==> src/rtl/photonic_sw_pkg.sv <==
// Shared types and default sizing for the photonic switch sequencer.
package photonic_sw_pkg;

   localparam int N_SW_DFLT    = 4;
   localparam int N_SLOTS_DFLT = 8;
   localparam int DWELL_W_DFLT = 8;

   typedef enum logic [1:0] {
      IDLE = 2'd0,
      ARM  = 2'd1,
      RUN  = 2'd2
   } state_e;

endpackage

==> src/rtl/sw_pattern_table.sv <==
// Pattern/dwell register file: synchronous write, combinational reads.
module sw_pattern_table
   import photonic_sw_pkg::*;
#(
   parameter int N_SW    = N_SW_DFLT,
   parameter int N_SLOTS = N_SLOTS_DFLT,
   parameter int DWELL_W = DWELL_W_DFLT
) (
   input  logic                       clk,
   input  logic                       reset,
   input  logic                       we,
   input  logic [$clog2(N_SLOTS)-1:0] waddr,
   input  logic [N_SW-1:0]            wpattern,
   input  logic [DWELL_W-1:0]         wdwell,
   input  logic [$clog2(N_SLOTS)-1:0] raddr_a,
   output logic [DWELL_W-1:0]         dwell_a,
   input  logic [$clog2(N_SLOTS)-1:0] raddr_b,
   output logic [N_SW-1:0]            pattern_b
);

   logic [N_SW-1:0]    pat_q [N_SLOTS];
   logic [N_SW-1:0]    pat_d [N_SLOTS];
   logic [DWELL_W-1:0] dwl_q [N_SLOTS];
   logic [DWELL_W-1:0] dwl_d [N_SLOTS];

   always_comb begin
      pat_d = pat_q;
      dwl_d = dwl_q;
      if (we) begin
         pat_d[waddr] = wpattern;
         dwl_d[waddr] = wdwell;
      end
   end

   always_ff @(posedge clk) begin
      if (reset) begin
         for (int i = 0; i < N_SLOTS; i++) begin
            pat_q[i] <= '0;
            dwl_q[i] <= '0;
         end
      end else begin
         pat_q <= pat_d;
         dwl_q <= dwl_d;
      end
   end

   assign dwell_a   = dwl_q[raddr_a];
   assign pattern_b = pat_q[raddr_b];

endmodule

==> src/rtl/photonic_switch_sequencer.sv <==
// Steps switch drive lines through the pattern table on the 1 MHz tick grid.
//   state | meaning
//   IDLE  | outputs zero, waiting for start
//   ARM   | started, waiting for the next tick to enter slot 0
//   RUN   | holding slot pattern, counting dwell ticks
module photonic_switch_sequencer
   import photonic_sw_pkg::*;
#(
   parameter int N_SW    = N_SW_DFLT,
   parameter int N_SLOTS = N_SLOTS_DFLT,
   parameter int DWELL_W = DWELL_W_DFLT
) (
   input  logic                       clk,
   input  logic                       reset,
   input  logic                       en,
   input  logic                       tick,
   input  logic                       start,
   input  logic                       stop,
   input  logic                       loop,
   input  logic                       cfg_we,
   input  logic [$clog2(N_SLOTS)-1:0] cfg_addr,
   input  logic [N_SW-1:0]            cfg_pattern,
   input  logic [DWELL_W-1:0]         cfg_dwell,
   input  logic [$clog2(N_SLOTS)-1:0] cfg_last,
   output logic [N_SW-1:0]            sw,
   output logic                       busy,
   output logic                       done,
   output logic [$clog2(N_SLOTS)-1:0] slot,
   output logic [DWELL_W-1:0]         dwell_cnt
);

   localparam int AW = $clog2(N_SLOTS);

   state_e             state_q, state_d;
   logic [AW-1:0]      slot_q, slot_d;
   logic [DWELL_W-1:0] dwell_cnt_q, dwell_cnt_d;
   logic [N_SW-1:0]    sw_q, sw_d;
   logic               loop_q, loop_d;
   logic [AW-1:0]      last_q, last_d;
   logic               done_q, done_d;

   logic [DWELL_W-1:0] cur_dwell;
   logic [AW-1:0]      nxt_addr;
   logic [N_SW-1:0]    nxt_pattern;

   // Next slot to enter: slot+1 while more remain, otherwise wrap/arm to slot 0.
   assign nxt_addr = (state_q == RUN && slot_q < last_q) ? slot_q + AW'(1) : '0;

   sw_pattern_table #(
      .N_SW    (N_SW),
      .N_SLOTS (N_SLOTS),
      .DWELL_W (DWELL_W)
   ) u_table (
      .clk       (clk),
      .reset     (reset),
      .we        (cfg_we),
      .waddr     (cfg_addr),
      .wpattern  (cfg_pattern),
      .wdwell    (cfg_dwell),
      .raddr_a   (slot_q),
      .dwell_a   (cur_dwell),
      .raddr_b   (nxt_addr),
      .pattern_b (nxt_pattern)
   );

   always_comb begin
      state_d     = state_q;
      slot_d      = slot_q;
      dwell_cnt_d = dwell_cnt_q;
      sw_d        = sw_q;
      loop_d      = loop_q;
      last_d      = last_q;
      done_d      = 1'b0;
      if (en) begin
         if (stop) begin
            state_d     = IDLE;
            slot_d      = '0;
            dwell_cnt_d = '0;
            sw_d        = '0;
         end else begin
            case (state_q)
               IDLE: begin
                  if (start) begin
                     state_d = ARM;
                     loop_d  = loop;
                     last_d  = cfg_last;
                  end
               end
               ARM: begin
                  if (tick) begin
                     state_d     = RUN;
                     slot_d      = '0;
                     dwell_cnt_d = '0;
                     sw_d        = nxt_pattern;
                  end
               end
               RUN: begin
                  if (tick) begin
                     // A dwell rewritten below the count falls through to slot end.
                     if (dwell_cnt_q < cur_dwell) begin
                        dwell_cnt_d = dwell_cnt_q + DWELL_W'(1);
                     end else if (slot_q < last_q || loop_q) begin
                        slot_d      = nxt_addr;
                        dwell_cnt_d = '0;
                        sw_d        = nxt_pattern;
                     end else begin
                        state_d     = IDLE;
                        slot_d      = '0;
                        dwell_cnt_d = '0;
                        sw_d        = '0;
                        done_d      = 1'b1;
                     end
                  end
               end
               default: state_d = IDLE;
            endcase
         end
      end
   end

   always_ff @(posedge clk) begin
      if (reset) begin
         state_q     <= IDLE;
         slot_q      <= '0;
         dwell_cnt_q <= '0;
         sw_q        <= '0;
         loop_q      <= 1'b0;
         last_q      <= '0;
         done_q      <= 1'b0;
      end else begin
         state_q     <= state_d;
         slot_q      <= slot_d;
         dwell_cnt_q <= dwell_cnt_d;
         sw_q        <= sw_d;
         loop_q      <= loop_d;
         last_q      <= last_d;
         done_q      <= done_d;
      end
   end

   assign sw        = sw_q;
   assign busy      = (state_q != IDLE);
   assign done      = done_q & en;
   assign slot      = slot_q;
   assign dwell_cnt = dwell_cnt_q;

endmodule

==> config.mk <==
export PLATFORM = sky130hd
export DESIGN_NAME = photonic_switch_sequencer
export DESIGN_NICKNAME = d
export VERILOG_FILES = /design/src/rtl/photonic_sw_pkg.sv /design/src/rtl/sw_pattern_table.sv /design/src/rtl/photonic_switch_sequencer.sv
export SDC_FILE = /design/constraint.sdc
export NUM_CORES = 1
export LEC_CHECK = 0
export ABC_AREA = 1
export CELL_PAD_IN_SITES_DETAIL_PLACEMENT = 0
export CELL_PAD_IN_SITES_GLOBAL_PLACEMENT = 1
export CORE_MARGIN = 2
export CORE_UTILIZATION = 42
export CTS_CLUSTER_SIZE = 28
export DETAILED_ROUTE_END_ITERATION = 7
export PLACE_DENSITY_LB_ADDON = 0.1
export SLEW_MARGIN = 20
export SYNTH_ARGS = -nofsm -noshare
export SYNTH_HDL_FRONTEND = slang
export SYNTH_SLANG_ARGS = --single-unit
==> constraint.sdc <==
create_clock -name clk -period 3.65 [get_ports clk]
set_input_delay 0.5475 -clock clk [delete_from_list [all_inputs] [get_ports clk]]
set_output_delay 0.5475 -clock clk [all_outputs]
set_load 0.03 [all_outputs]
### Yosys cells after proc, flatten, opt, wreduce, memory -nomap -nowiden

Index checks and enable logic that the tools add are counted.

* equal/unequal tests: 7
* bitwise logic cells: 8
* add/sub/neg operators: 2
* $lt $le $gt $ge: 6
* reductions and logical operators: 11
* mux-type cells: 38

Operators by type and width (count)
* $bwmux W64: 1
* $mux W8: 7
* $bwmux W32: 1
* $mux W4: 8
* $bmux W8 S3: 1
* $demux W8 S3: 1
* $mux W3: 6
* $pmux W8 S2: 1
* $ne A3 B3 Y1 const B: 5
* $bmux W4 S3: 1
* $demux W4 S3: 1
* $ge A4 B4 Y1 const B: 3
* $mux W2: 6
* $not A3 Y4: 3
* $add A8 B1 Y8 const B: 1
* $lt A8 B8 Y1: 1
* $pmux W4 S2: 1
* $reduce_and A4 Y1: 2
* $pmux W2 S3: 1
* $pmux W3 S2: 1
* $reduce_and A6 Y1: 1
* $reduce_or A6 Y1: 1
* $reduce_and A5 Y1: 1
* $lt A4 B1 Y1 const B: 1
* 12 further kinds: 16

* bits in registers: 118
* bits of input ports: 26
* word-level logic and storage cells: 95
* output and inout port bits: 17

### Longest topological paths before layout

* depth after elaboration: 12
* depth in mapped cells: 18
* mapped depth without buffers: 15

### Cells and area by module

A second synthesis with hierarchy kept.

* cell total of the unflattened synthesis: 956
* area total of the unflattened synthesis: 6139.6 um^2

Modules (own cells, without submodules)
* sw_pattern_table: cells an instance 759, area each 4760.8 um^2, seq. area each 1921.8 um^2, instances 1
* photonic_switch_sequencer: cells an instance 197, area each 1378.8 um^2, seq. area each 440.4 um^2, instances 1

### Worst setup path after synthesis

OpenSTA, ideal clock, no wires.

* kind: flip-flop to flip-flop
* start: register slot_q[0] (netlist: slot[0])
* end: register dwell_cnt_q[0] (netlist: dwell_cnt[0])
* stages on the path, launching flop included: 15
* slack: 710 ps
* period minus slack after synthesis: 2940 ps
* setup time: 66 ps
* buffers on the path: 3
* arrival: 2873 ps
* data required time: 3584 ps
* cell sequence: dfxtp_1 > buf_6 > clkbuf_1 > clkbuf_1 > nor2_1 > o221ai_1 > o21ai_0 > ha_1 > a21oi_1 > nor2_1 > a211oi_1 > nand3_4 > nand2_4 > nand2_2 > a21oi_2

* longest elaborated chain between the ends: 9

Ends and longest elaborated chain
* from (decl): line photonic_switch_sequencer.sv:35 `logic [AW-1:0] slot_q, slot_d;`
* from (signal assigned): line photonic_switch_sequencer.sv:132 `slot_q <= slot_d;`
* $not A3 Y4 (implied by the code): line sw_pattern_table.sv:47 `assign dwell_a = dwl_q[raddr_a];`
* $bmux W8 S3: line sw_pattern_table.sv:47
* $mux W8 (implied by the code) (2 in series): line sw_pattern_table.sv:47
* $lt A8 B8 Y1: line photonic_switch_sequencer.sv:100 `if (dwell_cnt_q < cur_dwell) begin`
* $mux W8: line photonic_switch_sequencer.sv:100
* $mux W8: line photonic_switch_sequencer.sv:98 `if (tick) begin`
* $pmux W8 S2: line photonic_switch_sequencer.sv:81 `case (state_q)`
* $mux W8: line photonic_switch_sequencer.sv:75 `if (stop) begin`
* to (signal assigned): line photonic_switch_sequencer.sv:133 `dwell_cnt_q <= dwell_cnt_d;`
* to (decl): line photonic_switch_sequencer.sv:36 `logic [DWELL_W-1:0] dwell_cnt_q, dwell_cnt_d;`

Every way passes these cells. The select of a mux whose other input is x is not followed.
A chain may end at the register's enable or synchronous reset.

### Final worst setup path

Ends and elaborated chain as after synthesis.

==> impl_metrics.py <==
metrics = {
    "route": {
        "drt-total-wl_mm": 16.1,
        "detail-route-antenna-nets": 0,
        "dr_total_vias": 5174,
        "routed.top_layer": "met4",
        "route.layer.met1.wl_mm": 7.53,
        "initialDrtViolationCount": 326,
        "detailedRoute.firstPassIterationCount": 5,
        "via_per_inst": 5.17,
        "detail_route.wl_per_cell_um": 16.1,
        "post-route-drc-count": 0,
        "dr_wl_met3_mm": 1.03,
        "met2WireLength_mm": 7.28,
    },
    "clock_tree": {
        "number_of_buffers_inserted_during_clock_tree_synthesis": 17,
        "clkSlewWorstSetupHoldPaths_ns": 0.06,
        "cts.root.buffer_cell": "clkbuf_16",
        "clock_insertion_delay_worst_skew_ns": 0.42,
        "hold_fix_buffers_cts": 0,
        "cts_tree": "yes",
        "clk_path_buf_depth": 2,
        "cts_htree_levels": 4,
        "postCtsSetupBuffers": 0,
        "cts.sink_count": 118,
        "post_cts.resized_instances": 0,
    },
    "floorplan": {
        "core-area_um2": 12700,
        "initial_utilization_pct": 43.2,
        "placementRows": 41,
        "pin_count": 43,
        "die_width_um": 118,
        "die_height_um": 118,
        "floorplan.die_area_um2": 14000,
    },
    "synth": {
        "yosys.area_share.simple_pct": 25.4,
        "synth.area.top_cells": "dfxtp_1 (43%), nor2_1 (16%), o21ai_0 (12%)",
        "synth.lib_cells_used.distinct": 34,
        "post_synth_fa_ha_maj_area_fraction_pct": 2.50,
        "synth-xor-area-share_pct": 1.12,
        "ys_warn_count": 0,
        "synth.net_count": 825,
        "synth_sequential_area_ratio_pct": 43.0,
        "syn-cell-area_um2": 5500,
        "ys_seq_elements": 118,
        "complex_gate_fraction_of_the_synthesized_area_pct": 19.9,
        "post_synth_inst_count": 788,
        "netlist.top_cell.by_area": "dfxtp_1",
        "post_synth_mux_area_share_pct": 0,
        "synth_top_area_share_pct": 43.0,
        "synth_top_family_by_area": "simple AND/OR/NAND/NOR gates",
        "synthesis.area_per_instance_um2": 6.97,
    },
    "job": {
        "max_cap_check_violation_count": 0,
    },
    "worst_setup_path": {
        "worstSetupPathType": "flip-flop to flip-flop",
        "critPathCaptureType": "flip-flop",
        "rrSetupSlack_ns": 0.54,
        "critPathLaunchType": "flip-flop",
        "cp_data_arrival_time_ns": 3.46,
        "worst_ep_required_time_ns": 4.00,
        "crit-reg2reg-launch": "slot[0]",
        "critical_path_peak_fanout": 22,
        "regToRegEndpoint": "dwell_cnt[0]",
        "timing.reg2reg.worst_path_depth": 12,
    },
    "layout": {
        "antenna_diode_instance_count": 0,
        "area.sequential_um2": 2360,
        "synthToLayoutAreaGrowth_pct": 20.6,
        "fillers": 1310,
        "final_cell_count_no_fill": 1000,
        "layout-drive-gt1-share_pct": 7.73,
        "multi_input_logic_area_um2": 2690,
        "layout.cells.most_common": "nor2_1",
        "layout.nets": 852,
        "most-common-layout-cells": "nor2_1 (227), o21ai_0 (136), dfxtp_1 (118), nand2_1 (73), inv_1 (52)",
    },
    "global_route": {
        "grt_remaining_overflow": 0,
        "grt.total_usage_pct": 23.8,
        "grt_pass1_vias": 4918,
        "initial_antenna_violation_count": 0,
        "grt_pass1_wl_mm": 26.0,
        "grt_start_max_net_pins": 56,
    },
    "timing": {
        "max_freq_ghz": 0.321,
        "slew_viol_final": 0,
        "final_worst_hold_slack_ns": 0.455,
        "fin_crit_sh_pct": 85.2,
        "slew_worst_pin_ns": 0.787,
        "setup_total_negative_slack_ns": 0,
        "worst_slack_ns": 0.539,
        "worst_clock_skew_ns": 0.00931,
        "rsz0062_at_grt": "no",
        "setup_violations": 0,
        "timing_hold_violations_final": 0,
        "slew_headroom_pct": 47.4,
        "finalCriticalPeriod_ns": 3.11,
    },
    "placed_design": {
        "finalWeightedCongestion": 0.836,
        "post-dp-hpwl_mm": 10.8,
        "place.detailed.instances": 968,
        "placement.setup.worst_slack_ns": 0.575,
        "place.port_buffers": 42,
    },
    "pwr": {
        "static-leakage-power_nw": 2.83,
        "power_per_cell_area_nw_per_um2": 530,
        "ir_worst_vdd_mv": 0.311,
    },
    "hold_path": {
        "worstHoldEndpoint": "u_table.dwl_q[16]",
        "holdCritPathClass": "flip-flop to flip-flop",
        "hold_start": "u_table.dwl_q[16]",
        "hold_critical_path_depth": 2,
    },
    "outcome": {
        "outcome": "completed",
    },
}
## cell type report
cell class | count | area share [%]
multi-input combinational | 563 | 40.6
clock inverter | 14 | 2.42
inverter | 58 | 3.40
timing repair buffer | 57 | 8.23
clock buffer | 18 | 6.48
sequential | 118 | 35.6
tap | 172 | 3.25
## synth_stat cells
library cell and count:
nor2_1 227, nand3_4 2, nand2_2 3, clkbuf_2 7, nand2_4 1, buf_1 4, xor2_1 7, o211ai_1 2
buf_6 3, ha_1 11, a211oi_1 2, nand3_1 18, inv_4 1, nor2_8 1, a21oi_1 41, o211ai_2 1
nand4_1 3, inv_6 1, dfxtp_1 118, clkbuf_1 32, inv_2 3, nand3b_1 3, a21oi_2 1, o21ai_1 9
o221ai_1 7, nor3_1 4, buf_2 3, inv_1 53, a21boi_0 1, nand2_1 73, o22ai_1 7, nor2_4 2
nand3_2 1, o21ai_0 136
## worst max-delay path: stages (launching register included)
cell      delay [ns]
dfxtp_1         0.69
buf_4           0.36
o21ai_0         0.12
o221ai_1        0.19
o21ai_0         0.13
ha_1            0.23
a21oi_1         0.13
nor2_1          0.05
a211oi_1        0.49
nand3_4         0.22
nand2_4         0.17
nand2_2         0.12
a21oi_2         0.12
## per-stage QoR
stage	cell area, µm²	utilization [%]	power [mW]
2_1_floorplan	5500	-	1.72
3_3_place_gp	6040	47.5	1.87
3_5_place_dp	6040	47.5	1.88
4_1_cts	6630	52.1	3.54
5_1_grt	6630	52.1	3.66
6_report	6630	52.1	3.51
## layer usage
layer	up-vias	GRT usage [%]
li1	2624	-
met1	2374	31.9
met2	152	37.4
met3	24	5.79
met4	0	8.41
met5	-	0
## kinds of logic (layout without fill, tap and decap cells)
family | count (synthesis) | in the layout
AO/OA/AOI/OAI | 207 | 207
XOR/XNOR | 7 | 7
adder cells (fa/ha/maj) | 11 | 11
buffers and inverters | 107 | 147
flip-flops | 118 | 118
AND/OR/NAND/NOR | 338 | 338
## how the worst max path moves through the flow
stage	from	endpoint	slack, ns	depth (start not counted)
after floorplan	slot[0]	dwell_cnt[0]	0.71	14
after CTS	slot[0]	dwell_cnt[0]	0.55	12
after global routing	slot[0]	dwell_cnt[2]	0.21	12
final	slot[0]	dwell_cnt[0]	0.54	12
after detailed placement	slot[0]	dwell_cnt[0]	0.57	12
after global placement	slot[0]	dwell_cnt[0]	0.71	12
## power by group
part / internal, mW / total (mW) / switching (mW)
logic: 0.165 / 0.467 / 0.302
clock network: 1.06 / 1.66 / 0.597
registers: 1.34 / 1.38 / 0.0403
## state kept, by name, summed over array words and instances (netlist names)
name           count
u_table.dwl_q     64
u_table.pat_q     32
dwell_cnt          8
sw                 4
last_q             3
slot               3
state_q            2
done_q             1
loop_q             1
(Power assumes the default switching activity.)
